$ cat src/rtl/spectag_allocator_if.sv
// Dispatch/resolution bundle between the speculative-tag allocator and its neighbours.
// slave = allocator side, master = dispatch/fix-table side.
interface spectag_allocator_if #(
  parameter int unsigned NTAG = 5
);
  logic            req1;
  logic            req2;
  logic            dispatch_stall;
  logic            prsuccess;
  logic [NTAG-1:0] prsuccess_tag;
  logic            prmiss;
  logic [NTAG-1:0] prmiss_tag;
  logic [NTAG-1:0] prmiss_killmask;
  logic            setspec1_en;
  logic [NTAG-1:0] setspec1_tag;
  logic            setspec2_en;
  logic [NTAG-1:0] setspec2_tag;
  logic [NTAG-1:0] spectag1;
  logic [NTAG-1:0] spectag2;
  logic            alloc_stall;
  logic [2:0]      brdepth;
  logic [31:0]     stall_cnt;

  modport slave (
    input  req1, req2, dispatch_stall, prsuccess, prsuccess_tag,
           prmiss, prmiss_tag, prmiss_killmask,
    output setspec1_en, setspec1_tag, setspec2_en, setspec2_tag,
           spectag1, spectag2, alloc_stall, brdepth, stall_cnt
  );

  modport master (
    output req1, req2, dispatch_stall, prsuccess, prsuccess_tag,
           prmiss, prmiss_tag, prmiss_killmask,
    input  setspec1_en, setspec1_tag, setspec2_en, setspec2_tag,
           spectag1, spectag2, alloc_stall, brdepth, stall_cnt
  );
endinterface

$ cat src/rtl/spectag_allocator.sv
// Ring-order one-hot speculative-tag allocator for up to two branches per cycle.
// Optional stall-cycle counter: define SPECTAG_STALL_CNT_EN.
module spectag_allocator #(
  parameter int unsigned NTAG = 5
) (
  input  logic             clk,
  input  logic             reset,
  spectag_allocator_if.slave bus
);
  localparam int unsigned DW = 3;

  logic [NTAG-1:0] free_mask_q, free_mask_d;
  logic [NTAG-1:0] alloc_ptr_q, alloc_ptr_d;
  logic [NTAG-1:0] t1, t2, cur_tag;
  logic            stall_c, grant, en1, en2;
  logic [DW-1:0]   inflight;

  function automatic logic [NTAG-1:0] rotl1(input logic [NTAG-1:0] x);
    return {x[NTAG-2:0], x[NTAG-1]};
  endfunction

  function automatic logic [NTAG-1:0] rotr1(input logic [NTAG-1:0] x);
    return {x[0], x[NTAG-1:1]};
  endfunction

  // Candidate tags and pair-wise grant; a pair is granted whole or not at all
  always_comb begin
    cur_tag = rotr1(alloc_ptr_q);
    t1      = alloc_ptr_q;
    t2      = bus.req1 ? rotl1(alloc_ptr_q) : alloc_ptr_q;
    stall_c = (bus.req1 && ((free_mask_q & t1) == '0)) ||
              (bus.req2 && ((free_mask_q & t2) == '0));
    grant   = !stall_c && !bus.dispatch_stall && !bus.prmiss;
    en1     = bus.req1 && grant;
    en2     = bus.req2 && grant;
  end

  assign bus.alloc_stall  = stall_c;
  assign bus.setspec1_en  = en1;
  assign bus.setspec1_tag = t1;
  assign bus.setspec2_en  = en2;
  assign bus.setspec2_tag = t2;
  assign bus.spectag1     = bus.req1 ? t1 : cur_tag;
  assign bus.spectag2     = bus.req2 ? t2 : (bus.req1 ? t1 : cur_tag);

  // Next state; a miss overrides grants and redirects the ring pointer
  always_comb begin
    free_mask_d = free_mask_q;
    alloc_ptr_d = alloc_ptr_q;
    if (bus.prmiss) begin
      free_mask_d = free_mask_q | bus.prmiss_killmask;
      alloc_ptr_d = bus.prmiss_tag;
    end else begin
      if (en1) free_mask_d = free_mask_d & ~t1;
      if (en2) free_mask_d = free_mask_d & ~t2;
      if (en2)      alloc_ptr_d = rotl1(t2);
      else if (en1) alloc_ptr_d = rotl1(t1);
    end
    if (bus.prsuccess) free_mask_d = free_mask_d | bus.prsuccess_tag;
  end

  always_ff @(posedge clk or negedge reset) begin
    if (!reset) begin
      free_mask_q <= '1;
      alloc_ptr_q <= NTAG'(1);
    end else begin
      free_mask_q <= free_mask_d;
      alloc_ptr_q <= alloc_ptr_d;
    end
  end

  always_comb begin
    inflight = '0;
    for (int i = 0; i < int'(NTAG); i++) inflight = inflight + DW'(!free_mask_q[i]);
  end

  assign bus.brdepth = inflight;

`ifdef SPECTAG_STALL_CNT_EN
  logic [31:0] stall_cnt_q;

  // Saturating count of cycles where dispatch was held for lack of tags
  always_ff @(posedge clk or negedge reset) begin
    if (!reset)                                               stall_cnt_q <= '0;
    else if (stall_c && !bus.prmiss && (stall_cnt_q != '1))   stall_cnt_q <= stall_cnt_q + 32'(1);
  end

  assign bus.stall_cnt = stall_cnt_q;
`else
  assign bus.stall_cnt = '0;
`endif
endmodule

$ cat src/flat_wrapper.sv
// flat-port wrapper written by rule: the top's interface ports become plain ports
module spectag_allocator_flat 
#(
  parameter int unsigned NTAG = 5
)
  (clk, reset, bus_req1, bus_req2, bus_dispatch_stall, bus_prsuccess, bus_prsuccess_tag, bus_prmiss, bus_prmiss_tag, bus_prmiss_killmask, bus_setspec1_en, bus_setspec1_tag, bus_setspec2_en, bus_setspec2_tag, bus_spectag1, bus_spectag2, bus_alloc_stall, bus_brdepth, bus_stall_cnt);
  spectag_allocator_if #(.NTAG(NTAG)) bus_i ();
  input  logic clk;
  input  logic reset;
  input wire logic [$bits(bus_i.req1)-1:0] bus_req1;
  input wire logic [$bits(bus_i.req2)-1:0] bus_req2;
  input wire logic [$bits(bus_i.dispatch_stall)-1:0] bus_dispatch_stall;
  input wire logic [$bits(bus_i.prsuccess)-1:0] bus_prsuccess;
  input wire logic [$bits(bus_i.prsuccess_tag)-1:0] bus_prsuccess_tag;
  input wire logic [$bits(bus_i.prmiss)-1:0] bus_prmiss;
  input wire logic [$bits(bus_i.prmiss_tag)-1:0] bus_prmiss_tag;
  input wire logic [$bits(bus_i.prmiss_killmask)-1:0] bus_prmiss_killmask;
  output wire logic [$bits(bus_i.setspec1_en)-1:0] bus_setspec1_en;
  output wire logic [$bits(bus_i.setspec1_tag)-1:0] bus_setspec1_tag;
  output wire logic [$bits(bus_i.setspec2_en)-1:0] bus_setspec2_en;
  output wire logic [$bits(bus_i.setspec2_tag)-1:0] bus_setspec2_tag;
  output wire logic [$bits(bus_i.spectag1)-1:0] bus_spectag1;
  output wire logic [$bits(bus_i.spectag2)-1:0] bus_spectag2;
  output wire logic [$bits(bus_i.alloc_stall)-1:0] bus_alloc_stall;
  output wire logic [$bits(bus_i.brdepth)-1:0] bus_brdepth;
  output wire logic [$bits(bus_i.stall_cnt)-1:0] bus_stall_cnt;
  assign bus_i.req1 = bus_req1;
  assign bus_i.req2 = bus_req2;
  assign bus_i.dispatch_stall = bus_dispatch_stall;
  assign bus_i.prsuccess = bus_prsuccess;
  assign bus_i.prsuccess_tag = bus_prsuccess_tag;
  assign bus_i.prmiss = bus_prmiss;
  assign bus_i.prmiss_tag = bus_prmiss_tag;
  assign bus_i.prmiss_killmask = bus_prmiss_killmask;
  assign bus_setspec1_en = bus_i.setspec1_en;
  assign bus_setspec1_tag = bus_i.setspec1_tag;
  assign bus_setspec2_en = bus_i.setspec2_en;
  assign bus_setspec2_tag = bus_i.setspec2_tag;
  assign bus_spectag1 = bus_i.spectag1;
  assign bus_spectag2 = bus_i.spectag2;
  assign bus_alloc_stall = bus_i.alloc_stall;
  assign bus_brdepth = bus_i.brdepth;
  assign bus_stall_cnt = bus_i.stall_cnt;
  spectag_allocator #(.NTAG(NTAG)) u_core (.clk(clk), .reset(reset), .bus(bus_i));
endmodule
$ cat config.mk
export PLATFORM = sky130hd
export DESIGN_NAME = spectag_allocator_flat
export DESIGN_NICKNAME = d
export VERILOG_FILES = /design/src/rtl/spectag_allocator_if.sv /design/src/rtl/spectag_allocator.sv /design/src/flat_wrapper.sv
export SDC_FILE = /design/constraint.sdc
export NUM_CORES = 1
export LEC_CHECK = 0
export CAP_MARGIN = 10
export CELL_PAD_IN_SITES_DETAIL_PLACEMENT = 0
export CELL_PAD_IN_SITES_GLOBAL_PLACEMENT = 2
export CORE_ASPECT_RATIO = 1.5
export CORE_UTILIZATION = 32
export CTS_BUF_LIST = sky130_fd_sc_hd__clkbuf_8 sky130_fd_sc_hd__clkbuf_16
export CTS_CLUSTER_DIAMETER = 60
export CTS_CLUSTER_SIZE = 10
export DETAILED_ROUTE_END_ITERATION = 6
export DONT_BUFFER_PORTS = 1
export PLACE_DENSITY_LB_ADDON = 0.1
export RECOVER_POWER = 100
export SLEW_MARGIN = 30
export SYNTH_ARGS = -nofsm -noshare
export SYNTH_HDL_FRONTEND = slang
export SYNTH_SLANG_ARGS = --single-unit
export TNS_END_PERCENT = 100
$ cat constraint.sdc
create_clock -name clk -period 2.9 [get_ports clk]
set_clock_uncertainty 0.05 [all_clocks]
set_input_delay 0.58 -clock clk [delete_from_list [all_inputs] [get_ports clk]]
set_output_delay 0.58 -clock clk [all_outputs]
set_load 0.005 [all_outputs]
# Word level (Yosys, flattened, before mapping)
# Cells that the tools add are included.
# totals
in_bits	22
rom_bits	0
output_inout_bits	58
ff_bits	10
word_cells	43
memories	0
ramBits	0
latchBits	0
# classes
bitwise	8
n_mux	11
n_lt_le_gt_ge	0
eq_ne	0
div_mod_pow	0
n_mul	0
n_reduce_logical	18
shift	0
addsub	4
# op_table
op	n
$mux 5	11
$and 5x5->5	4
$logic_not 5->1	2
$not 5->5	2
$or 5x5->5	2
$add 3x1->3	3
$logic_not 1->1	8
$logic_and 1x1->1	6
$reduce_bool 3->1	1
$add 1x1->2	1
$logic_or 1x1->1	1

# Depth between registers and ports, before layout
# Gate-level depths: netlist of the first run.
# logic_depth
ltp_word	16
depth_mapped	9

# Worst setup path before layout of the first run
# Ideal clock, no wire load.
# synth_timing
path_type	register to output
from	register u_core.free_mask_q[0]
to	output port bus_brdepth[1]
setup_slack_ns	0.256
arrival_time_ns	2.014
required_ns	2.270
n_path_buf	0
path_stages_with_launch	8
path_cell_list	dfstp_2 inv_1 ha_1 fa_1 ha_1 inv_1 fa_1 inv_1
# synth_via
elab_chain_cells	5
# synth_lines
item	line_no	text
from (decl)	spectag_allocator.sv:12	logic [NTAG-1:0] free_mask_q, free_mask_d;
from (signal assigned)	spectag_allocator.sv:67	free_mask_q <= free_mask_d;
$logic_not 1->1	spectag_allocator.sv:74	for (int i = 0; i < int'(NTAG); i++) inflight = inflight + DW'(!free_mask_q[i]);
$add 1x1->2	spectag_allocator.sv:74	
$add 3x1->3 (3 in a row)	spectag_allocator.sv:74	
to (decl)	flat_wrapper.sv:25	output wire logic [$bits(bus_i.brdepth)-1:0] bus_brdepth;
# No other way between the ends.

# Worst setup path after layout of the first run
# layout_timing
from	register u_core.free_mask_q[1]
to	output port bus_brdepth[1]
# The elaborated chain is that of the path after synthesis.

==> impl_results.md, run 1 <==
- Top cells by area, synth: buf_4 24%, dfstp_2 13%, dfrtp_1 8.5%, mux2_2 7.7%, a22oi_1 4.5%
- Layout area overhead: -5.86%
- R2R Setup Slk: between 300 and 400 ps
- FF-to-FF path depth: 6
- Pwr dens: 463 nW/um^2
- Share of the synthesized area in the top cell type: roughly a quarter
- Synthesized area: 1170 sq um
- Fin. Hold Viols: 0
- Synth Area per Inst: roughly 8.6 sq um
- GPL Wtd Cong: between 0.8 and 0.9
- Yosys cell types: 35
- Final Power: 0.512 mW
- CTS Sinks: 10
- Ports: 80
- Drt initial violations: 30
- CP max FO: 2
- First-pass GRT wire length: about 4700 microns
- Fin Hold WS: roughly 130 ps
- Critical path data required time: 2270 ps
- Largest net degree at the start of global routing: 18
- Post-synthesis sequential area ratio: 21.9%
- HP Class: primary input to async pin
- DP Worst Slack: about 170 ps
- Initial Util: between 30% and 40%
- Final worst path period share: between 90% and 100%
- Core Area: about 3400 sq um
- WP buf/inv: 3
- Commonest cells after routing, fill and taps aside: 32 x conb_1, 12 x inv_1, 7 x a22oi_1
- Top delay family on crit path: adder cells
- Reg2Reg Capture Point: u_core.bus.setspec1_tag[1]$_DFFE_PN0P_
- Drt via density: around 5.2
- Dpl cells: 168
- Clock transition at the registers of the reported paths: roughly 50 ps
- Wire per inst: between 15 and 20 microns
- PnR worst setup slack: roughly 53 ps
- Total GRT Usage: roughly 16%
- Final wirelength: between 3000 and 4000 microns
- Flop and latch count out of synthesis: 10
- Commonest non-fill, non-tap cell in the layout: conb_1
- # DRC: 0
- Max H-tree Level: 1
- Least-Margin Pin Slew: 487 ps
- Die area: between 3000 and 4000 sq um
- CTS Buffer Depth: 2
- Grt total ovfl: 0
- Pins Over Slew Limit: 0
- Final Setup Violations: 0
- Setup crit end kind: primary output
- Total CTS buffers: 3
- Share of layout cells above drive strength 1: 15.9%
- CP max-delay cell: dfstp_2
- Max cap viols: 0
- CTS tree: yes
- Launching point of the worst reg2reg path: u_core.bus.setspec1_tag[2]$_DFFE_PN0P_
- Final core occ: 32.1%
- DR vias: approximately 900
- Period minus WS final: about 2800 ps
- Synth warnings: 0
- HPWL Detailed: approximately 2400 microns
- I/O Buffers: 0
- Cells along the critical path: inv_2 > ha_4 > fa_1 > ha_1 > inv_1 > fa_1 > inv_1
- Die Wd: roughly 51 microns
- Leakage power: around 0.55 nW
- DR pass1 iterations: 4
- Crit path DAT: about 2200 ps
- Crit-path max cell delay: about 530 ps
- Antenna-violating nets left: 0
- Critical path launch point type: flop
- Post-synth top area cell: buf_4
- Cell depth of the worst setup path: 7
- Worst IR drop on VDD: approximately 0.00016 V
- Die height: roughly 76 microns
- Antenna Cells: 0
- Vias in the first global route: roughly 850
- Fin nets: 160
- Initial antenna violation count: 0
- Status: complete, no violations
- Critical path type: flop to primary output
- Unrepaired setup endpoints after global routing: yes
- Slew margin rel.: roughly two thirds
- Post-Syn Instances: roughly 140
- F_max: 0.351 GHz
- Worst-Skew Late Latency: between 200 and 250 ps
- Final cell count without fillers: ~170
- Row cnt: 26
- CTS Root Buffer Type: clkbuf_8
[Yosys cell counts]
library cell  count
fa_1              2
nor3_1            1
nand3_1           4
a22oi_1           7
a221oi_1          1
inv_1            13
dfstp_2           6
nor2_1            5
buf_2             1
conb_1            1
or4_1             1
buf_6             2
buf_4            37
nand2_1           6
o21ai_0           5
inv_2             1
ha_1              2
mux2i_1           4
a21o_1            1
and3_1            1
nor2b_1           1
a221o_1           4
clkbuf_1          3
a22oi_2           1
mux2_2            8
a21oi_1           5
a41oi_2           1
and3_4            1
a222oi_1          1
dfrtp_1           4
o21ai_1           1
and4_1            1
a22o_1            1
o31ai_1           3
and3b_1           1
[layout make-up]
class | instances | area, sq um
well taps | 42 | 52.6
clock buffers | 3 | 41.3
flip-flops and latches | 10 | 258
multi-input cells | 101 | 669
repair buffers | 4 | 32.5
fillers | 396 | 2340
inverters | 14 | 52.6
[cell families after synthesis]
kind of cell	count (synthesis)	share of synthesized area, %
AO/OA/AOI/OAI	31	19.9
multiplexers	12	11.1
flip-flops	10	21.9
AND/OR/NAND/NOR	22	9.80
other	1	0.319
adder cells (fa/ha/maj)	4	5.54
buffers and inverters	57	31.4
[power breakdown]
part	switching, mW	total (mW)	internal (mW)
combinational	0.100	0.171	0.0708
sequential	0.0323	0.195	0.162
clock	0.0554	0.146	0.0910
[through the flow]
| stage | cell area, sq um | setup TNS, ps |
|---|---|---|
| after CTS | 1110 | -19.6 |
| after detailed placement | 1030 | 0 |
| final | 1110 | 0 |
| after global placement | 1030 | 0 |
| after global routing | 1110 | -46.1 |
| after floorplan | 1290 | 0 |
[repair_timing]
action | 4_1_cts | 5_1_grt
buffers inserted | 2 | 0
hold buffers | 1 | 0
pin swaps | 2 | 1
endpoints found under the hold margin | 4 | 0
endpoints found under the setup margin | 1 | 2
resized for setup | 2 | 1
[registers in the layout, indices dropped and copies added (netlist names)]
name,count
u_core.bus.setspec1_tag,5
u_core.free_mask_q,5
[worst max path at each step]
| stage | from | end |
|---|---|---|
| after global routing | u_core.free_mask_q[0]$_DFF_PN1_ | bus_brdepth[1] |
| after detailed placement | u_core.free_mask_q[0]$_DFF_PN1_ | bus_brdepth[1] |
| final | u_core.free_mask_q[1]$_DFF_PN1_ | bus_brdepth[1] |
| after CTS | u_core.free_mask_q[1]$_DFF_PN1_ | bus_brdepth[1] |
| after floorplan | u_core.free_mask_q[0]$_DFF_PN1_ | bus_brdepth[1] |
| after global placement | u_core.free_mask_q[0]$_DFF_PN1_ | bus_brdepth[1] |
[layer usage]
layer	part of all wire [%]	vias up	track usage, %
li1	-	400	-
met1	36	440	18.8
met2	54	53	27.7
met3	7.5	8	2.79
met4	2.8	0	8.38
met5	0	-	0
Note: power is estimated with default switching activity, not from simulation.
==> run 2, diff against run 1 <==
--- a/config.mk
+++ b/config.mk
@@ -7,2 +7,3 @@
 export LEC_CHECK = 0
+export ABC_AREA = 1
 export CAP_MARGIN = 10
@@ -11,3 +12,3 @@
 export CORE_ASPECT_RATIO = 1.5
-export CORE_UTILIZATION = 32
+export CORE_UTILIZATION = 31
 export CTS_BUF_LIST = sky130_fd_sc_hd__clkbuf_8 sky130_fd_sc_hd__clkbuf_16
==> constraint.sdc (replaced) <==
create_clock -name clk -period 2.9 [get_ports clk]
set_clock_uncertainty 0.05 [all_clocks]
set_input_delay 0.145 -clock clk [delete_from_list [all_inputs] [get_ports clk]]
set_output_delay 0.145 -clock clk [all_outputs]
set_load 0.005 [all_outputs]
==> run 2 against run 1 <==
Net effect:
- final area is 16% higher
- global-route usage is 1.1 points lower
- flip-flop and latch count unchanged
- via count increased by 24%
- clock power rose by 22%
- critical path depth unchanged
- utilization is 0.27 points lower
- non-clock buffer count up 3
- critical path type unchanged
- critical endpoint unchanged
==> impl_results.md, run 2 <==
- Total GRT Usage: 15.2%
- First-pass GRT wire length: around 5300 microns
- Row cnt: 28
- DR pass1 iterations: 4
- HPWL Detailed: 2810 microns
- Slew margin rel.: 38.3%
- Seq pwr share: 34.4%
- FF-to-FF path depth: 12
- Seq. cell area: between 200 and 300 sq um
- Max cap viols: 0
- Reg2Reg Capture Point: u_core.bus.setspec1_tag[2]$_DFFE_PN0P_
- Final worst path period share: 89.3%
- Share of the synthesized area in the top cell type: 20.9%
- Drt via density: 4.56
- Grt total ovfl: 0
- Crit path launch: u_core.free_mask_q[0]$_DFF_PN1_
- Final cell count without fillers: around 240
- Layout area overhead: -3.49%
- Post-Syn Instances: 198
- Routed met3 length: between 200 and 250 microns
- Fin. Hold Viols: 0
- Launching point of the worst reg2reg path: u_core.bus.setspec1_tag[2]$_DFFE_PN0P_
- Ys flop type: dfstp_2
- Final core occ: between 30% and 40%
- Critical path data required time: approximately 2700 ps
- Critical path launch point type: flop
- Internal power: roughly 0.36 mW
- Comb power frac: around 37%
- Pwr dens: just under 500 nW/um^2
- Clock transition at the registers of the reported paths: around 50 ps
- Synth Area per Inst: 6.70 sq um
- Post-synth top area cell: buf_4
- Fraction of registers with async set/reset: between 90% and 100%
- Clock power share: 29.0%
- Switching pwr: roughly 0.25 mW
- Synth cell count leaders: 57 x nand2_1, 37 x buf_4, 23 x inv_1
- Worst hold start: bus_prsuccess
- Initial Util: 33.0%
- Initial antenna violation count: 0
- Dpl cells: approximately 230
- Area of placed instances: roughly 1200 sq um
- Status: complete, no violations
- CTS Root Buffer Type: clkbuf_8
- Crit path DAT: around 2400 ps
- DR top layer: met4
- Die area: roughly 4600 sq um
- Worst-Skew Late Latency: 240 ps
- Cell area after layout: 1280 sq um
- DR vias: around 1100
- Commonest non-fill, non-tap cell in the layout: nand2_1
- CTS Buffer Depth: 2
- Net Sw Frac: 41.1%
- GPL Wtd Cong: 0.798
- Post-synthesis sequential area ratio: between 10% and 20%
- Core Area: roughly 4000 sq um
- Yosys cell types: 27
- Ports: 80
- Top cells by area, synth: buf_4 21%, nand2_1 16%, dfstp_2 12%, dfrtp_1 7.5%, inv_1 6.5%
- Multi-input logic area: between 700 and 800 sq um
- CTS tree: yes
- Unrepaired setup endpoints after global routing: no
- Antenna-violating nets left: 0
- F_max: just under 0.4 GHz
- Routed met2 length: around 1900 microns
- Period minus WS final: approximately 2600 ps
- Sum of negative setup slack: 0 ps
- EDFF count, synth: 0
- HP Class: primary input to flop
- Pins Over Slew Limit: 0
- Final wirelength: between 3000 and 4000 microns
- Least-Margin Pin Slew: approximately 900 ps
- Count leader, synth: nand2_1
- Die Wd: around 55 microns
- Die height: between 80 and 90 microns
- R2R Setup Slk: roughly 410 ps
- Largest net degree at the start of global routing: 25
- Critical path type: flop to primary output
- Vias in the first global route: between 1000 and 1500
- Flop and latch count out of synthesis: 10
- Commonest cells after routing, fill and taps aside: 62 x nand2_1, 32 x conb_1, 23 x inv_1
- Share of layout cells above drive strength 1: 11.6%
- Wire per inst: approximately 14 microns
- Setup crit end kind: primary output
- Max H-tree Level: 1
- Fillers: about 500
- Met1 wire length: ~1300 microns
- CP max FO: 5
- Worst IR drop on VDD: about 0.00017 V
- I/O Buffers: 0
- Total CTS buffers: 3
- Synth warnings: 0
- # DRC: 0
- CTS Sinks: 10
- Final Setup Violations: 0
- Fin nets: between 200 and 250
- Hold Path Depth: 2
- Leakage power: about 0.72 nW
- Final Power: 0.616 mW
- Synthesized area: 1330 sq um
- Antenna Cells: 0
- Hold Path End: u_core.free_mask_q[2]$_DFF_PN1_
- Drt initial violations: 57
run 2: changes by cell type in the layout (fill, tap and decap cells not counted), moves of 5 or more:
cell	previous run	this run
a22oi_1	7	0
or2_2	0	5
dlygate4sd3_1	1	7
nand4_1	0	12
nand2_1	6	62
nor2_1	5	11
inv_1	12	23
run 2: kinds of logic after synthesis:
logic type | synth area share, %
buffers and inverters | 31.8
AND/OR/NAND/NOR | 37.7
adder cells (fa/ha/maj) | 4.90
other | 0.282
flip-flops | 19.4
AO/OA/AOI/OAI | 5.94
run 2: worst max path at each step:
stage                                                  end  depth (start not counted)
CTS                                         bus_brdepth[1]                          7
finish                                      bus_brdepth[1]                          7
detailed placement                          bus_brdepth[1]                          7
floorplan                                   bus_brdepth[1]                          7
global placement                            bus_brdepth[1]                          7
global route        u_core.bus.setspec1_tag[3]$_DFFE_PN0P_                         12
run 2: worst max-delay path: stages (launching register included):
cell     delay (ps)
dfstp_1         580
inv_1            70
ha_1            310
fa_1            490
ha_1            130
inv_1            40
fa_1            470
inv_1            50
run 2: stage by stage:
step / hold slack, ps / worst slack [ps]
final: 14.3 / 310
after global routing: 21.3 / 133
after CTS: 9.67 / 342
after detailed placement: -200 / 597
after global placement: -200 / 622
after floorplan: -201 / 687
run 2: final cells by class:
type	instances	area share, %
multi-input combinational	152	58.0
sequential	10	20.1
inverter	26	7.71
timing repair buffer	7	5.47
tap	45	4.39
clock buffer	4	4.30
run 2: repair_timing:
action	4_1_cts	5_1_grt
buffers inserted	0	0
gates resized for setup	0	0
hold endpoints to repair	14	0
hold buffers	7	0
run 2: routing by layer:
layer	GRT usage [%]	vias up
li1	-	551
met1	17.0	506
met2	29.0	51
met3	2.18	5
met4	6.00	0
met5	0	-
run 2: power groups by stage:
| stage | Combinational (mW) | Clock, mW | Sequential, mW |
|---|---|---|---|
| finish | 0.226 | 0.178 | 0.212 |
| global route | 0.261 | 0.189 | 0.215 |
| global placement | 0.225 | 0 | 0.214 |
| CTS | 0.239 | 0.182 | 0.213 |
| detailed placement | 0.226 | 0 | 0.215 |
| floorplan | 0.240 | 0 | 0.197 |
